<file path="src/rtl/inst_encoder_if.sv">
// Field-bundle input and encoded-word output handshakes of inst_encoder.
interface inst_encoder_if #(
  parameter int unsigned ADDR_W = 14
);
  logic              in_valid;
  logic              in_ready;
  logic [5:0]        alucode;
  logic [1:0]        aluop1_type;
  logic [1:0]        aluop2_type;
  logic [4:0]        srcreg1_num;
  logic [4:0]        srcreg2_num;
  logic [4:0]        dstreg_num;
  logic [31:0]       imm;
  logic              out_valid;
  logic              out_ready;
  logic [31:0]       out_ir;
  logic [ADDR_W-1:0] out_addr;

  modport master (
    output in_valid, alucode, aluop1_type, aluop2_type, srcreg1_num, srcreg2_num, dstreg_num,
    output imm, out_ready,
    input  in_ready, out_valid, out_ir, out_addr
  );

  modport slave (
    input  in_valid, alucode, aluop1_type, aluop2_type, srcreg1_num, srcreg2_num, dstreg_num,
    input  imm, out_ready,
    output in_ready, out_valid, out_ir, out_addr
  );
endinterface

</file>
<file path="src/rtl/inst_encoder.sv">
// Streaming RV32I encoder: decoded fields in, 32-bit words with byte addresses out, 2-entry buffer.
// Define INST_ENC_RANGE_CHECK_EN to also reject immediates that do not fit their format.
module inst_encoder #(
  parameter int unsigned ADDR_W    = 14,
  parameter int unsigned BASE_ADDR = 0
) (
  input  logic          clk,
  input  logic          rst,
  inst_encoder_if.slave bus,
  input  logic          addr_clr,
  output logic          err_pulse,
  output logic          err_sticky
);
  localparam logic [ADDR_W-1:0] BaseAddr = ADDR_W'(BASE_ADDR);

`ifdef INST_ENC_RANGE_CHECK_EN
  localparam bit RangeCheck = 1'b1;
`else
  localparam bit RangeCheck = 1'b0;
`endif

  // Operation codes and operand types as defined in define.vh
  localparam logic [5:0] AluLui = 6'd0,  AluJal = 6'd1,  AluJalr = 6'd2,  AluBeq = 6'd3;
  localparam logic [5:0] AluBne = 6'd4,  AluBlt = 6'd5,  AluBge = 6'd6,   AluBltu = 6'd7;
  localparam logic [5:0] AluBgeu = 6'd8, AluLb = 6'd9,   AluLh = 6'd10,   AluLw = 6'd11;
  localparam logic [5:0] AluLbu = 6'd12, AluLhu = 6'd13, AluSb = 6'd14,   AluSh = 6'd15;
  localparam logic [5:0] AluSw = 6'd16,  AluAdd = 6'd17, AluSub = 6'd18,  AluSlt = 6'd19;
  localparam logic [5:0] AluSltu = 6'd20, AluXor = 6'd21, AluOr = 6'd22,  AluAnd = 6'd23;
  localparam logic [5:0] AluSll = 6'd24, AluSrl = 6'd25, AluSra = 6'd26;
  localparam logic [1:0] OpReg = 2'd1, OpImm = 2'd2, OpPc = 2'd3;

  typedef enum logic [2:0] {FmtR, FmtI, FmtSh, FmtS, FmtB, FmtU, FmtJ} fmt_e;

  fmt_e        fmt;
  logic [6:0]  opcode, f7;
  logic [2:0]  f3;
  logic        code_ok, imm_ok, bundle_ok;
  logic [31:0] enc_ir;
  logic [31:0] imm;
  logic [4:0]  rs1, rs2, rd;

  assign imm = bus.imm;
  assign rs1 = bus.srcreg1_num;
  assign rs2 = bus.srcreg2_num;
  assign rd  = bus.dstreg_num;

  always_comb begin
    fmt     = FmtR;
    opcode  = 7'b0110011;
    f3      = 3'b000;
    f7      = 7'b0000000;
    code_ok = 1'b1;
    case (bus.alucode)
      AluLui: begin fmt = FmtU; opcode = 7'b0110111; end
      AluAdd: begin
        if (bus.aluop1_type == OpImm && bus.aluop2_type == OpPc) begin
          fmt = FmtU; opcode = 7'b0010111;
        end else if (bus.aluop1_type == OpReg && bus.aluop2_type == OpImm) begin
          fmt = FmtI; opcode = 7'b0010011;
        end else begin
          code_ok = (bus.aluop1_type == OpReg && bus.aluop2_type == OpReg);
        end
      end
      AluSub: begin f7 = 7'b0100000; code_ok = (bus.aluop2_type == OpReg); end
      AluSlt, AluSltu, AluXor, AluOr, AluAnd, AluSll, AluSrl, AluSra: begin
        case (bus.alucode)
          AluSll:         f3 = 3'b001;
          AluSlt:         f3 = 3'b010;
          AluSltu:        f3 = 3'b011;
          AluXor:         f3 = 3'b100;
          AluSrl, AluSra: f3 = 3'b101;
          AluOr:          f3 = 3'b110;
          default:        f3 = 3'b111;
        endcase
        f7 = (bus.alucode == AluSra) ? 7'b0100000 : 7'b0000000;
        if (bus.aluop2_type == OpImm) begin
          opcode = 7'b0010011;
          fmt    = (f3 == 3'b001 || f3 == 3'b101) ? FmtSh : FmtI;
        end else begin
          code_ok = (bus.aluop2_type == OpReg);
        end
      end
      AluJal:  begin fmt = FmtJ; opcode = 7'b1101111; end
      AluJalr: begin fmt = FmtI; opcode = 7'b1100111; end
      AluBeq, AluBne, AluBlt, AluBge, AluBltu, AluBgeu: begin
        fmt    = FmtB;
        opcode = 7'b1100011;
        case (bus.alucode)
          AluBeq:  f3 = 3'b000;
          AluBne:  f3 = 3'b001;
          AluBlt:  f3 = 3'b100;
          AluBge:  f3 = 3'b101;
          AluBltu: f3 = 3'b110;
          default: f3 = 3'b111;
        endcase
      end
      AluLb, AluLh, AluLw, AluLbu, AluLhu: begin
        fmt    = FmtI;
        opcode = 7'b0000011;
        case (bus.alucode)
          AluLb:   f3 = 3'b000;
          AluLh:   f3 = 3'b001;
          AluLw:   f3 = 3'b010;
          AluLbu:  f3 = 3'b100;
          default: f3 = 3'b101;
        endcase
      end
      AluSb, AluSh, AluSw: begin
        fmt    = FmtS;
        opcode = 7'b0100011;
        f3     = (bus.alucode == AluSb) ? 3'b000 : (bus.alucode == AluSh) ? 3'b001 : 3'b010;
      end
      default: code_ok = 1'b0;
    endcase
  end

  // Signed ranges reduce to "all bits above the field's sign bit agree"
  always_comb begin
    enc_ir = '0;
    imm_ok = 1'b1;
    case (fmt)
      FmtR:  enc_ir = {f7, rs2, rs1, f3, rd, opcode};
      FmtI: begin
        enc_ir = {imm[11:0], rs1, f3, rd, opcode};
        imm_ok = (&imm[31:11]) | ~(|imm[31:11]);
      end
      FmtSh: begin
        enc_ir = {f7, imm[4:0], rs1, f3, rd, opcode};
        imm_ok = ~(|imm[31:5]);
      end
      FmtS: begin
        enc_ir = {imm[11:5], rs2, rs1, f3, imm[4:0], opcode};
        imm_ok = (&imm[31:11]) | ~(|imm[31:11]);
      end
      FmtB: begin
        enc_ir = {imm[12], imm[10:5], rs2, rs1, f3, imm[4:1], imm[11], opcode};
        imm_ok = ((&imm[31:12]) | ~(|imm[31:12])) & ~imm[0];
      end
      FmtU: begin
        enc_ir = {imm[31:12], rd, opcode};
        imm_ok = ~(|imm[11:0]);
      end
      default: begin
        enc_ir = {imm[20], imm[10:1], imm[11], imm[19:12], rd, opcode};
        imm_ok = ((&imm[31:20]) | ~(|imm[31:20])) & ~imm[0];
      end
    endcase
  end

  assign bundle_ok = code_ok & (imm_ok | ~RangeCheck);

  logic [1:0]        count_q, count_d;
  logic              wr_ptr_q, rd_ptr_q;
  logic [31:0]       ir_q   [2];
  logic [ADDR_W-1:0] addr_q [2];
  logic [ADDR_W-1:0] pc_q;
  logic              accept, push, pop;

  assign bus.in_ready  = (count_q != 2'd2);
  assign bus.out_valid = (count_q != 2'd0);
  assign bus.out_ir    = ir_q[rd_ptr_q];
  assign bus.out_addr  = addr_q[rd_ptr_q];

  assign accept = bus.in_valid & bus.in_ready;
  assign push   = accept & bundle_ok & ~addr_clr;
  assign pop    = bus.out_valid & bus.out_ready;

  always_comb begin
    count_d = count_q;
    if (push && !pop) count_d = count_q + 2'd1;
    else if (pop && !push) count_d = count_q - 2'd1;
  end

  always_ff @(posedge clk or posedge rst) begin
    if (rst) begin
      count_q    <= 2'd0;
      wr_ptr_q   <= 1'b0;
      rd_ptr_q   <= 1'b0;
      pc_q       <= BaseAddr;
      err_pulse  <= 1'b0;
      err_sticky <= 1'b0;
      for (int i = 0; i < 2; i++) begin
        ir_q[i]   <= '0;
        addr_q[i] <= BaseAddr;
      end
    end else begin
      err_pulse <= accept & ~bundle_ok & ~addr_clr;
      if (addr_clr) begin
        count_q    <= 2'd0;
        wr_ptr_q   <= 1'b0;
        rd_ptr_q   <= 1'b0;
        pc_q       <= BaseAddr;
        err_sticky <= 1'b0;
      end else begin
        count_q <= count_d;
        if (push) begin
          ir_q[wr_ptr_q]   <= enc_ir;
          addr_q[wr_ptr_q] <= pc_q;
          wr_ptr_q         <= ~wr_ptr_q;
          pc_q             <= pc_q + ADDR_W'(4);
        end
        if (pop) rd_ptr_q <= ~rd_ptr_q;
        if (accept && !bundle_ok) err_sticky <= 1'b1;
      end
    end
  end
endmodule

</file>
<file path="src/flat_wrapper.sv">
// flat-port wrapper written by rule: the top's interface ports become plain ports
module inst_encoder_flat 
#(
  parameter int unsigned ADDR_W    = 14,
  parameter int unsigned BASE_ADDR = 0
)
  (clk, rst, addr_clr, err_pulse, err_sticky, bus_in_valid, bus_alucode, bus_aluop1_type, bus_aluop2_type, bus_srcreg1_num, bus_srcreg2_num, bus_dstreg_num, bus_imm, bus_out_ready, bus_in_ready, bus_out_valid, bus_out_ir, bus_out_addr);
  inst_encoder_if #(.ADDR_W(ADDR_W)) bus_i ();
  input  logic clk;
  input  logic rst;
  input  logic addr_clr;
  output logic err_pulse;
  output logic err_sticky;
  input wire logic [$bits(bus_i.in_valid)-1:0] bus_in_valid;
  input wire logic [$bits(bus_i.alucode)-1:0] bus_alucode;
  input wire logic [$bits(bus_i.aluop1_type)-1:0] bus_aluop1_type;
  input wire logic [$bits(bus_i.aluop2_type)-1:0] bus_aluop2_type;
  input wire logic [$bits(bus_i.srcreg1_num)-1:0] bus_srcreg1_num;
  input wire logic [$bits(bus_i.srcreg2_num)-1:0] bus_srcreg2_num;
  input wire logic [$bits(bus_i.dstreg_num)-1:0] bus_dstreg_num;
  input wire logic [$bits(bus_i.imm)-1:0] bus_imm;
  input wire logic [$bits(bus_i.out_ready)-1:0] bus_out_ready;
  output wire logic [$bits(bus_i.in_ready)-1:0] bus_in_ready;
  output wire logic [$bits(bus_i.out_valid)-1:0] bus_out_valid;
  output wire logic [$bits(bus_i.out_ir)-1:0] bus_out_ir;
  output wire logic [$bits(bus_i.out_addr)-1:0] bus_out_addr;
  assign bus_i.in_valid = bus_in_valid;
  assign bus_i.alucode = bus_alucode;
  assign bus_i.aluop1_type = bus_aluop1_type;
  assign bus_i.aluop2_type = bus_aluop2_type;
  assign bus_i.srcreg1_num = bus_srcreg1_num;
  assign bus_i.srcreg2_num = bus_srcreg2_num;
  assign bus_i.dstreg_num = bus_dstreg_num;
  assign bus_i.imm = bus_imm;
  assign bus_i.out_ready = bus_out_ready;
  assign bus_in_ready = bus_i.in_ready;
  assign bus_out_valid = bus_i.out_valid;
  assign bus_out_ir = bus_i.out_ir;
  assign bus_out_addr = bus_i.out_addr;
  inst_encoder #(.ADDR_W(ADDR_W), .BASE_ADDR(BASE_ADDR)) u_core (.clk(clk), .rst(rst), .bus(bus_i), .addr_clr(addr_clr), .err_pulse(err_pulse), .err_sticky(err_sticky));
endmodule
</file>
<file path="config.mk">
export PLATFORM = sky130hd
export DESIGN_NAME = inst_encoder_flat
export DESIGN_NICKNAME = d
export VERILOG_FILES = /design/src/rtl/inst_encoder_if.sv /design/src/rtl/inst_encoder.sv /design/src/flat_wrapper.sv
export SDC_FILE = /design/constraint.sdc
export NUM_CORES = 1
export LEC_CHECK = 0
export CORE_AREA = 4 4 112 114
export DETAILED_ROUTE_END_ITERATION = 8
export DIE_AREA = 0 0 116 118
export GPL_TIMING_DRIVEN = 0
export PLACE_DENSITY = 0.76
export SYNTH_ARGS = -nofsm -noshare
export SYNTH_HDL_FRONTEND = slang
export SYNTH_SLANG_ARGS = --single-unit
export TNS_END_PERCENT = 5
</file>
<file path="constraint.sdc">
create_clock -name clk -period 4.36 [get_ports clk]
set_clock_uncertainty 0.05 [all_clocks]
set_input_delay 0.872 -clock clk [delete_from_list [all_inputs] [get_ports clk]]
set_output_delay 0.872 -clock clk [all_outputs]
set_load 0.05 [all_outputs]
</file>
Yosys cells after proc, flatten, opt, wreduce, memory -nomap -nowiden
Cells that the tools add are included.
{"block": "op_classes", "add_sub_neg": 3, "order_cmp": 3, "n_eq_ne": 39, "muxes": 46, "bitwise": 12, "reduce_logical": 26}
{"operator": "one-hot mux 32 bit (6 select lines)", "n": 1}
{"operator": "two-way mux 32 bit", "n": 4}
{"operator": "two-way mux 14 bit", "n": 6}
{"operator": "equality test 6 x 5 -> 1 bit, second input constant", "n": 11}
{"operator": "bitwise mux 64 bit", "n": 1}
{"operator": "one-hot mux 7 bit (8 select lines)", "n": 1}
{"operator": "equality test 6 x 4 -> 1 bit, second input constant", "n": 8}
{"operator": "demux 32 bit (select 1 bit)", "n": 1}
{"operator": "bitwise mux 28 bit", "n": 1}
{"operator": "equality test 6 x 3 -> 1 bit, second input constant", "n": 4}
{"operator": "one-hot mux 3 bit (4 select lines)", "n": 2}
{"operator": "one-hot mux 3 bit (7 select lines)", "n": 1}
{"operator": "two-way mux 6 bit", "n": 3}
{"operator": "one-hot mux 3 bit (6 select lines)", "n": 1}
{"operator": "OR reduction 17 bit", "n": 1}
{"operator": "one-hot mux 3 bit (5 select lines)", "n": 1}
{"operator": "adder 14 x 3 -> 14 bit, second input constant", "n": 1}
{"operator": "demux 14 bit (select 1 bit)", "n": 1}
{"operator": "one-hot mux 7 bit (2 select lines)", "n": 1}
{"operator": "equality test 6 x 2 -> 1 bit, second input constant", "n": 2}
{"operator": "two-way mux 3 bit", "n": 4}
{"operator": "OR reduction 6 bit", "n": 2}
{"operator": "two-way mux 1 bit", "n": 10}
{"operator": "two-way mux 2 bit", "n": 5}
{"operator": "other kinds (28)", "n": 56}
{"block": "word_totals", "regBits": 112, "inputBits": 62, "elab_cells": 139}

Depth between registers and ports, before layout
Gate-level depths: netlist of the first run.
{"block": "logic_depth", "word_depth": 12, "ltp_mapped": 11}

Worst setup path after synthesis of the first run
OpenSTA, ideal clock, no wires.
{"block": "synth_path", "kind": "input port to flip-flop", "startpoint": "in bus_alucode[2]", "endpoint": "reg u_core.addr_q[10] (netlist name)", "setup_ns": 0.128, "arrival_ns": 2.923, "t_required_ns": 4.182, "slack_ns": 1.259, "stages": 8, "path_buffers": 3, "cell_sequence": "buf_2 nor4_4 nand3_1 o211a_1 buf_2 a2111oi_4 buf_4 mux2_1"}
{"block": "synth_via", "elab_chain_len": 6, "elab_cells_between_ends": 33, "cone_classes": "eq/ne (26); mux (1); bitwise (2); reduce/logical (4)"}
{"item": "start: declaration", "line_no": "flat_wrapper.sv:15", "text": "input wire logic [$bits(bus_i.alucode)-1:0] bus_alucode;"}
{"item": "equality test 6 x 1 -> 1 bit, or another cell as far along", "line_no": "inst_encoder.sv:53", "text": "case (bus.alucode)"}
{"item": "OR reduction 17 bit (no line) / OR reduction 8 bit (equally long branches)"}
{"item": "one-hot mux 1 bit (4 select lines) *", "line_no": "inst_encoder.sv:53"}
{"item": "AND 1 bit * (2 in series)", "line_no": "inst_encoder.sv:165", "text": "assign push = accept & bundle_ok & ~addr_clr;"}
{"item": "AND reduction 2 bit (no line) *"}
{"item": "end signal: indexed assignment", "line_no": "inst_encoder.sv:184", "text": "addr_q[i] <= BaseAddr;"}
{"item": "end signal: indexed assignment", "line_no": "inst_encoder.sv:198", "text": "addr_q[wr_ptr_q] <= pc_q;"}
{"item": "end: declaration", "line_no": "inst_encoder.sv:155", "text": "logic [ADDR_W-1:0] addr_q [2];"}
Mark *: on every way between the ends. The rest lies on a longest branch, timed or not.
A chain may end at the register's enable or synchronous reset.

Final worst setup path of the first run
{"block": "layout_path", "startpoint": "reg u_core.rd_ptr_q", "endpoint": "out bus_out_ir[23]"}
{"block": "layout_via", "elab_chain_len": 4}
{"item": "start: declaration", "line_no": "inst_encoder.sv:153", "text": "logic wr_ptr_q, rd_ptr_q;"}
{"item": "start signal: assignment", "line_no": "inst_encoder.sv:202", "text": "if (pop) rd_ptr_q <= ~rd_ptr_q;"}
{"item": "inverter 1 -> 2 bit (not written as such)", "line_no": "inst_encoder.sv:161", "text": "assign bus.out_ir = ir_q[rd_ptr_q];"}
{"item": "two-way mux 32 bit (not written as such) (3 in series)", "line_no": "inst_encoder.sv:161"}
{"item": "end: declaration", "line_no": "flat_wrapper.sv:25", "text": "output wire logic [$bits(bus_i.out_ir)-1:0] bus_out_ir;"}
No other way between the ends. The select of a mux whose other input is x is not followed.

==> results of run 1 <==
state kept, by name, summed over array words and instances (netlist names):
signal and count:
u_core.rd_ptr_q 1, u_core.err_sticky 1, u_core.addr_q 24, u_core.ir_q 62, u_core.wr_ptr_q 1, u_core.err_pulse 1, u_core.count_q 2, u_core.pc_q 12
layer usage:
metal  up-vias  GRT usage  part of all wire
li1       2330          -                 -
met1      2450      0.314              0.43
met2       196      0.382              0.47
met3        23     0.0596             0.074
met4         0     0.0732             0.024
met5         -          0                 0
metrics by stage:
step	setup TNS [ns]	total power (µW)	area, µm²
final	0	3120	7230
after global routing	0	3260	7230
after CTS	0	3120	7230
after detailed placement	0	2300	6920
after global placement	-64.80	2260	6890
after floorplan	0	1960	5650
power by group through the flow:
| stage | Combinational (µW) | Sequential [µW] | Clock, µW |
|---|---|---|---|
| global route | 1100 | 1270 | 888 |
| global placement | 1010 | 1250 | 0 |
| CTS | 1040 | 1250 | 840 |
| finish | 1030 | 1250 | 840 |
| floorplan | 719 | 1240 | 0 |
| detailed placement | 1030 | 1260 | 0 |
worst max-delay path: stages (launching register included):
cell and delay (ns):
dfrtp_1 0.32, clkbuf_1 0.37, buf_1 0.64, mux2_2 0.44, clkdlybuf4s50_1 0.71
cell usage in the layout (no fill, tap or decap), types with 3 or more instances in the layout:
master,n
nand3_1,6
ha_1,4
a31oi_1,14
nor2_1,61
clkdlybuf4s50_1,106
buf_2,11
buf_1,5
and3b_1,3
a21oi_1,38
clkbuf_16,9
xnor2_1,16
nor2b_1,5
clkbuf_1,22
clkinv_4,3
and3_1,4
nand4_1,10
nand2b_1,5
mux2i_1,7
mux2_1,11
mux2_2,47
a211oi_1,15
buf_4,7
nand2_1,83
xor2_1,3
nor3_1,3
dfrtp_1,104
a22o_1,4
a21boi_0,4
a2bb2oi_1,3
inv_1,13
and2_1,3
o21ai_0,37
a2111oi_0,4
final cells by class:
cell class	count	area (µm²)	area share
multi-input cells	429	2790	0.386
flip-flops and latches	104	2600	0.360
repair buffers	107	1090	0.151
clock buffers	10	229	0.0317
plain buffers	44	205	0.0284
well taps	143	179	0.0248
clock inverters	6	76.3	0.0106
inverters	14	55.1	0.00762
final timing paths:
kind	from	depth (start not counted)	slack, ns	end
max in group asynchronous	rst	3	2.70	u_core.ir_q[61]
setup reg to reg	u_core.count_q[0]	6	1.77	u_core.addr_q[5]
min in group asynchronous	rst	2	0.88	u_core.addr_q[10]
hold reg to reg	u_core.ir_q[1]	1	0.42	u_core.ir_q[1]
setup / recovery	u_core.rd_ptr_q	4	0.62	bus_out_ir[23]
hold / removal	u_core.ir_q[1]	1	0.42	u_core.ir_q[1]
kinds of logic (layout without fill, tap and decap cells):
logic type               Yosys count  in the layout  share of synthesized area
flip-flops                       104            104                      0.461
other                              1              2                   0.000664
AO/OA/AOI/OAI                    144            144                      0.170
AND/OR/NAND/NOR                  195            195                      0.157
buffers and inverters             58            181                     0.0456
multiplexers                      65             65                      0.128
XOR/XNOR                          19             19                     0.0295
adder cells (fa/ha/maj)            4              4                    0.00886
==> results.yml, run 1 <==
clock_network:
  htreeDepth: 3
  postCtsHoldBufs: 0
  insertion_delay_ns: 0.35
  clock_path_buffers: 2
  cts_tree: "done"
  post_cts_resized: 0
  cts_sinks: 104
  cts_root_buf: "clkbuf_16"
  clk_pin_slew_ns: 0.07
  numCtsBuffers: 9
  cts_setup_buffers: 0
sta:
  finalCritPeriodShare: 0.858
  hold-worst-slack_ns: 0.424
  slew_headroom: 0.0186
  setup-violations-final: 0
  slew_violations: 0
  worstMarginPinSlew_ns: 1.43
  fmax_mhz: 267
  timing.final.ws_setup_ns: 0.620
  hold_violations: 0
  min_period_ns: 3.74
  rsz0062_at_grt: "no"
setup_path:
  endpoint_kind: "primary output"
  critPathArrivalTime_ns: 2.82
  required_ns: 3.44
  worst-path-max-fanout: 10
  worstSetupStartpointType: "register"
  critPathKind: "reg2out"
worst_hold_path:
  min_path_type: "reg2reg"
grt:
  antenna_found_initial: 0
  grt_pass1_vias: 4913
  grt_max_degree: 63
  grt_pass1_wl_mm: 25.6
  grt_overflow: 0
  grt_usage: 0.237
floorplan:
  fp.dieW_um: 116
  core_area_mm2: 0.0114
  io_pins: 112
  fp.dieH_um: 118
  start_util: 0.495
  num_rows: 39
  dieArea_mm2: 0.0137
detailed_routing:
  drt_first_pass_iters: 5
  num_vias: 4999
  wl_per_cell_um: 18.7
  vias_per_cell: 5.83
  wirelength_mm: 16.0
  postRouteAntennaNets: 0
  drc: 0
  drt-initial-drc-count: 471
yosys:
  synth.most_common_cell: "dfrtp_1"
  yosysSeqAreaShare: 0.461
  synth_largest_area_cell: "dfrtp_1"
  synth-seq-cells: 104
  yosys_most_used_dff: "dfrtp_1"
  synth_area_leaders: "dfrtp_1 46%, mux2_2 9.4%, nand2_1 5.5%"
  yosysWarningCount: 0
  avgSynthCellArea_um2: 9.57
  synth.cell_area_mm2: 0.00565
  synthArstFlopShare: 1.00
  yosysTopAreaCellShare: 0.461
  synth_edf_count: 0
  ys_types: 61
  synthTopCellsByCount: "104 x dfrtp_1, 83 x nand2_1, 61 x nor2_1, 47 x mux2_2, 38 x a21oi_1"
  synthCells: 590
place:
  io_buffers: 106
  dp_cells: 841
  dp_slack_ns: 0.323
  gp_congestion: 0.933
  hpwl_mm: 11.9
final_layout:
  drive_gt1_frac: 0.126
  fin_cells: 857
  nets: 775
  fillCellCount: 965
  syn_to_final_growth_pct: 28.0
  utilization: 0.633
  antennaDiodeCount: 0
power:
  p_comb_frac: 0.331
  swShare: 0.358
  pwr-share-seq: 0.400
  power_switching_uw: 1120
  power_density_mw_per_mm2: 432
  vdd_drop_max_uv: 297
  p_int_uw: 2010
  p_leak_uw: 0.00313
  clock_power_share: 0.269
status:
  status: "complete, but fails checks"
  violations: "capacitance limit"
run:
  cap_violations: 1
Power figures use the tool's default switching activity.
==> inputs of run 2 (changes only) <==
Settings changed: ABC_CLOCK_PERIOD_IN_PS set to 4360, CAP_MARGIN set to 30.
==> run 2 against run 1 <==
The flow now finishes without violations. Fmax rose by 0.76%. Wire length rose by 0.60%. Worst setup slack improved by 0.028 ns. Critical path depth did not move. Critical path type unchanged. Largest cell class unchanged. Largest power group unchanged.
==> results.yml, run 2 (synthesized netlist as in run 1, its figures left out) <==
floorplan:
  fp.dieH_um: 118
  start_util: 0.495
  fp.dieW_um: 116
  dieArea_mm2: 0.0137
  io_pins: 112
  core_area_mm2: 0.0114
  num_rows: 39
clock_network:
  cts_setup_buffers: 0
  post_cts_resized: 0
  cts_tree: "done"
  postCtsHoldBufs: 0
  numCtsBuffers: 9
  cts_sinks: 104
  cts_root_buf: "clkbuf_16"
  htreeDepth: 3
  insertion_delay_ns: 0.35
  clk_pin_slew_ns: 0.07
  clock_path_buffers: 2
grt:
  grt_pass1_vias: 4970
  grt_usage: 0.241
  grt_max_degree: 63
  grt_pass1_wl_mm: 26.0
  antenna_found_initial: 0
  grt_overflow: 0
setup_path:
  critPathKind: "reg2out"
  critPathArrivalTime_ns: 2.79
  endpoint_kind: "primary output"
  worst-path-max-fanout: 10
  required_ns: 3.44
  worstSetupStartpointType: "register"
place:
  dp_slack_ns: 0.349
  hpwl_mm: 11.9
  io_buffers: 106
  gp_congestion: 0.933
detailed_routing:
  vias_per_cell: 5.83
  drc: 0
  num_vias: 5010
  drt_first_pass_iters: 6
  postRouteAntennaNets: 0
  drt-initial-drc-count: 496
  wirelength_mm: 16.1
  wl_per_cell_um: 18.8
sta:
  hold_violations: 0
  worstMarginPinSlew_ns: 0.874
  timing.final.ws_setup_ns: 0.649
  fmax_mhz: 269
  slew_violations: 0
  setup-violations-final: 0
  finalCritPeriodShare: 0.851
  rsz0062_at_grt: "no"
  slew_headroom: 0.402
  min_period_ns: 3.71
  setup-tns-final_ns: 0
power:
  p_leak_uw: 0.00314
  power_density_mw_per_mm2: 431
  p_comb_frac: 0.332
  power_switching_uw: 1110
  vdd_drop_max_uv: 312
  pwr-share-seq: 0.399
  swShare: 0.357
  p_int_uw: 2010
  clock_power_share: 0.269
run:
  cap_violations: 0
final_layout:
  largest_reg_flops: 62
  regMostFlops: "u_core.ir_q"
  nets: 777
  drive_gt1_frac: 0.127
  antennaDiodeCount: 0
  layout_common_cells: "106 x clkdlybuf4s50_1, 104 x dfrtp_1, 83 x nand2_1"
  syn_to_final_growth_pct: 28.1
  final_common_cell: "clkdlybuf4s50_1"
  fillCellCount: 951
  biggestRegsByFlops: "u_core.ir_q (62), u_core.addr_q (24), u_core.pc_q (12)"
status:
  status: "completed"
worst_hold_path:
  min_path_type: "reg2reg"
[run 2: cell count changes in the layout (fill, tap and decap cells not counted)]
cell / before / now
clkinv_4: 3 / 2
buf_1: 5 / 6
buf_2: 11 / 12
inv_6: 1 / 2
[run 2: layout make-up]
cell class                 instances  area, µm²  share of cell area
multi-input combinational        429       2790               0.386
timing repair buffer             109       1100               0.152
clock buffer                      10        229              0.0316
buffer                            44        205              0.0284
inverter                          14       55.1             0.00761
sequential                       104       2600               0.360
tap                              143        179              0.0247
clock inverter                     6       76.3              0.0105
[run 2: per-stage QoR]
step	util	cells	cell area [µm²]	hold WS [ns]	total power, µW
6_report	0.634	859	7240	0.418	3120
3_3_place_gp	0.604	840	6890	0.399	2260
5_1_grt	0.634	859	7240	0.441	3260
3_5_place_dp	0.607	843	6930	0.399	2300
4_1_cts	0.634	859	7240	0.419	3130
2_1_floorplan	-	591	5650	0.380	1960
[run 2: power groups by stage]
stage,clock network (µW),registers [µW],logic [µW]
finish,839,1250,1040
global route,886,1270,1110
CTS,843,1240,1040
detailed placement,0,1260,1030
global placement,0,1250,1010
floorplan,0,1240,719
[run 2: critical path, cell delays in order (launching register included)]
cell and delay (ns):
dfrtp_1 0.32, clkbuf_1 0.37, buf_1 0.60, mux2_2 0.44, clkdlybuf4s50_1 0.71
[run 2: worst paths after layout]
path | end | cells after the start | slack [ns] | start
setup / recovery | bus_out_ir[23] | 4 | 0.65 | u_core.rd_ptr_q
hold / removal | u_core.ir_q[1] | 1 | 0.42 | u_core.ir_q[1]
setup reg to reg | u_core.addr_q[4] | 6 | 1.76 | u_core.count_q[0]
hold reg to reg | u_core.ir_q[1] | 1 | 0.42 | u_core.ir_q[1]
max in group asynchronous | u_core.ir_q[31] | 3 | 2.69 | rst
min in group asynchronous | u_core.addr_q[10] | 2 | 0.88 | rst
[run 2: layer usage]
| layer | global-route usage | wire, µm |
|---|---|---|
| met3 | 0.0360 | 1100 |
| met2 | 0.378 | 7710 |
| met5 | 0 | 0 |
| met4 | 0.0863 | 354 |
| met1 | 0.337 | 6980 |
==> inputs of run 3 (changes only) <==
Settings changed: CAP_MARGIN 30 to 20, RECOVER_POWER set to 100.
==> run 3 against run 2 <==
The flow now finishes with violations (capacitance limit, slew limit). Core utilization down 0.23 points. Non-clock buffer count down 1. Clock power up 0.5%. Sequential share of layout area up 0.13 points. Power down 0.98%. Global-route usage down 0.22 points. Register-to-register slack worse by 0.16 ns. Wire length down 0.44%.
==> results.yml, run 3 (synthesized netlist as in run 1, its figures left out) <==
status:
  status: "complete, but fails checks"
  violations: "capacitance limit, slew limit"
final_layout:
  antennaDiodeCount: 0
  finish.instance_area_mm2: 0.00721
  largest_reg_flops: 62
  regMostFlops: "u_core.ir_q"
  seqCellArea_mm2: 0.00260
  utilization: 0.631
  drive_gt1_frac: 0.116
  multiInputGateArea_mm2: 0.00278
  nets: 776
  biggestRegsByFlops: "u_core.ir_q (62), u_core.addr_q (24), u_core.pc_q (12)"
  layout_common_cells: "104 x dfrtp_1, 83 x nand2_1, 61 x nor2_1"
  final_common_cell: "dfrtp_1"
  syn_to_final_growth_pct: 27.6
  fillCellCount: 939
detailed_routing:
  drc: 0
  drt_first_pass_iters: 5
  wirelength_mm: 16.1
  wl_per_cell_um: 18.7
  postRouteAntennaNets: 0
  drt-initial-drc-count: 419
  num_vias: 4952
  vias_per_cell: 5.77
power:
  power_uw: 3090
  p_leak_uw: 0.00319
  swShare: 0.360
  clock_power_share: 0.273
  power_switching_uw: 1110
  p_int_uw: 1980
  vdd_drop_max_uv: 277
  p_comb_frac: 0.324
  pwr-share-seq: 0.403
  power_density_mw_per_mm2: 429
setup_path:
  required_ns: 4.60
  endpoint_kind: "register"
  worst-path-max-fanout: 10
  timing.rr.start: "u_core.count_q[0]"
  critPathKind: "in2reg"
  critPathArrivalTime_ns: 4.25
  critPathLaunch: "bus_alucode[5]"
  worstSetupStartpointType: "input pin"
sta:
  slew_headroom: -0.334
  finalCritPeriodShare: 0.919
  min_period_ns: 4.01
  worstMarginPinSlew_ns: 1.99
  timing.final.ws_setup_ns: 0.354
  setup-violations-final: 0
  hold-worst-slack_ns: 0.417
  hold_violations: 0
  rsz0062_at_grt: "no"
  fmax_mhz: 250
  slew_violations: 43
worst_hold_path:
  hold_path.startpoint: "u_core.ir_q[1]"
  min_path_type: "reg2reg"
floorplan:
  dieArea_mm2: 0.0137
  start_util: 0.495
  io_pins: 112
  fp.dieH_um: 118
  core_area_mm2: 0.0114
  num_rows: 39
  fp.dieW_um: 116
grt:
  antenna_found_initial: 0
  grt_max_degree: 63
  grt_pass1_vias: 4917
  grt_overflow: 0
  grt_usage: 0.238
  grt_pass1_wl_mm: 25.7
clock_network:
  htreeDepth: 3
  clk_pin_slew_ns: 0.07
  clock_path_buffers: 2
  cts_root_buf: "clkbuf_16"
  cts_setup_buffers: 0
  cts_sinks: 104
  numCtsBuffers: 9
  postCtsHoldBufs: 0
  insertion_delay_ns: 0.35
  cts_tree: "done"
  post_cts_resized: 0
run:
  cap_violations: 1
place:
  hpwl_mm: 11.9
  io_buffers: 106
  dpl_cell_area_mm2: 0.00693
  dp_slack_ns: 0.323
  gp_congestion: 0.933
==> run 3: cell types whose count changed in the layout (fill, tap and decap cells not counted), sizes merged <==
cell,before,now
dlygate4sd3,0,48
inv,17,16
buf,26,15
clkbuf,31,41
clkinvlp,0,1
clkdlybuf4s50,106,58
==> run 3: cell type report <==
class                           instances  share of cell area
Buffer                                 44              0.0269
Tap cell                              143              0.0248
Inverter                               14             0.00746
Sequential cell                       104               0.361
Timing Repair Buffer                  108               0.151
Clock buffer                           10              0.0318
Clock inverter                          6              0.0106
Multi-Input combinational cell        429               0.386
==> run 3: final timing paths <==
kind / to / slack [ns] / cells past startpoint
hold reg to reg: u_core.ir_q[1] / 0.42 / 1
max in group asynchronous: u_core.ir_q[31] / 1.86 / 3
setup / recovery: u_core.addr_q[21] / 0.35 / 9
hold / removal: u_core.ir_q[1] / 0.42 / 1
min in group asynchronous: u_core.addr_q[10] / 1.43 / 2
setup reg to reg: u_core.ir_q[6] / 1.60 / 7
==> run 3: metrics by stage <==
step | instances | setup TNS [ns]
after floorplan | 591 | 0
after global placement | 840 | -64.80
after detailed placement | 842 | 0
after CTS | 858 | 0
after global routing | 858 | 0
final | 858 | 0
==> run 3: power groups by stage <==
stage          clock [µW]  sequential [µW]  combinational, µW
2_1_floorplan           0             1240                719
3_3_place_gp            0             1250               1010
3_5_place_dp            0             1260               1030
4_1_cts               844             1240               1040
5_1_grt               886             1270               1070
6_report              843             1250               1000
==> run 3: worst max-delay path, cell delays in order <==
cell and delay, ns:
dlygate4sd3_1 0.61, clkbuf_1 0.40, inv_1 0.21, a22oi_1 0.81, a2111o_1 0.31, buf_2 0.29, clkbuf_1 0.47, nand2_1 0.15
nand2_1 0.11
==> run 3: metal layers <==
metal | routed length [µm] | global-route usage | up-vias
li1 | - | - | 2323
met1 | 7100 | 0.328 | 2415
met2 | 7740 | 0.382 | 184
met3 | 863 | 0.0324 | 30
met4 | 370 | 0.0877 | 0
met5 | 0 | 0 | -
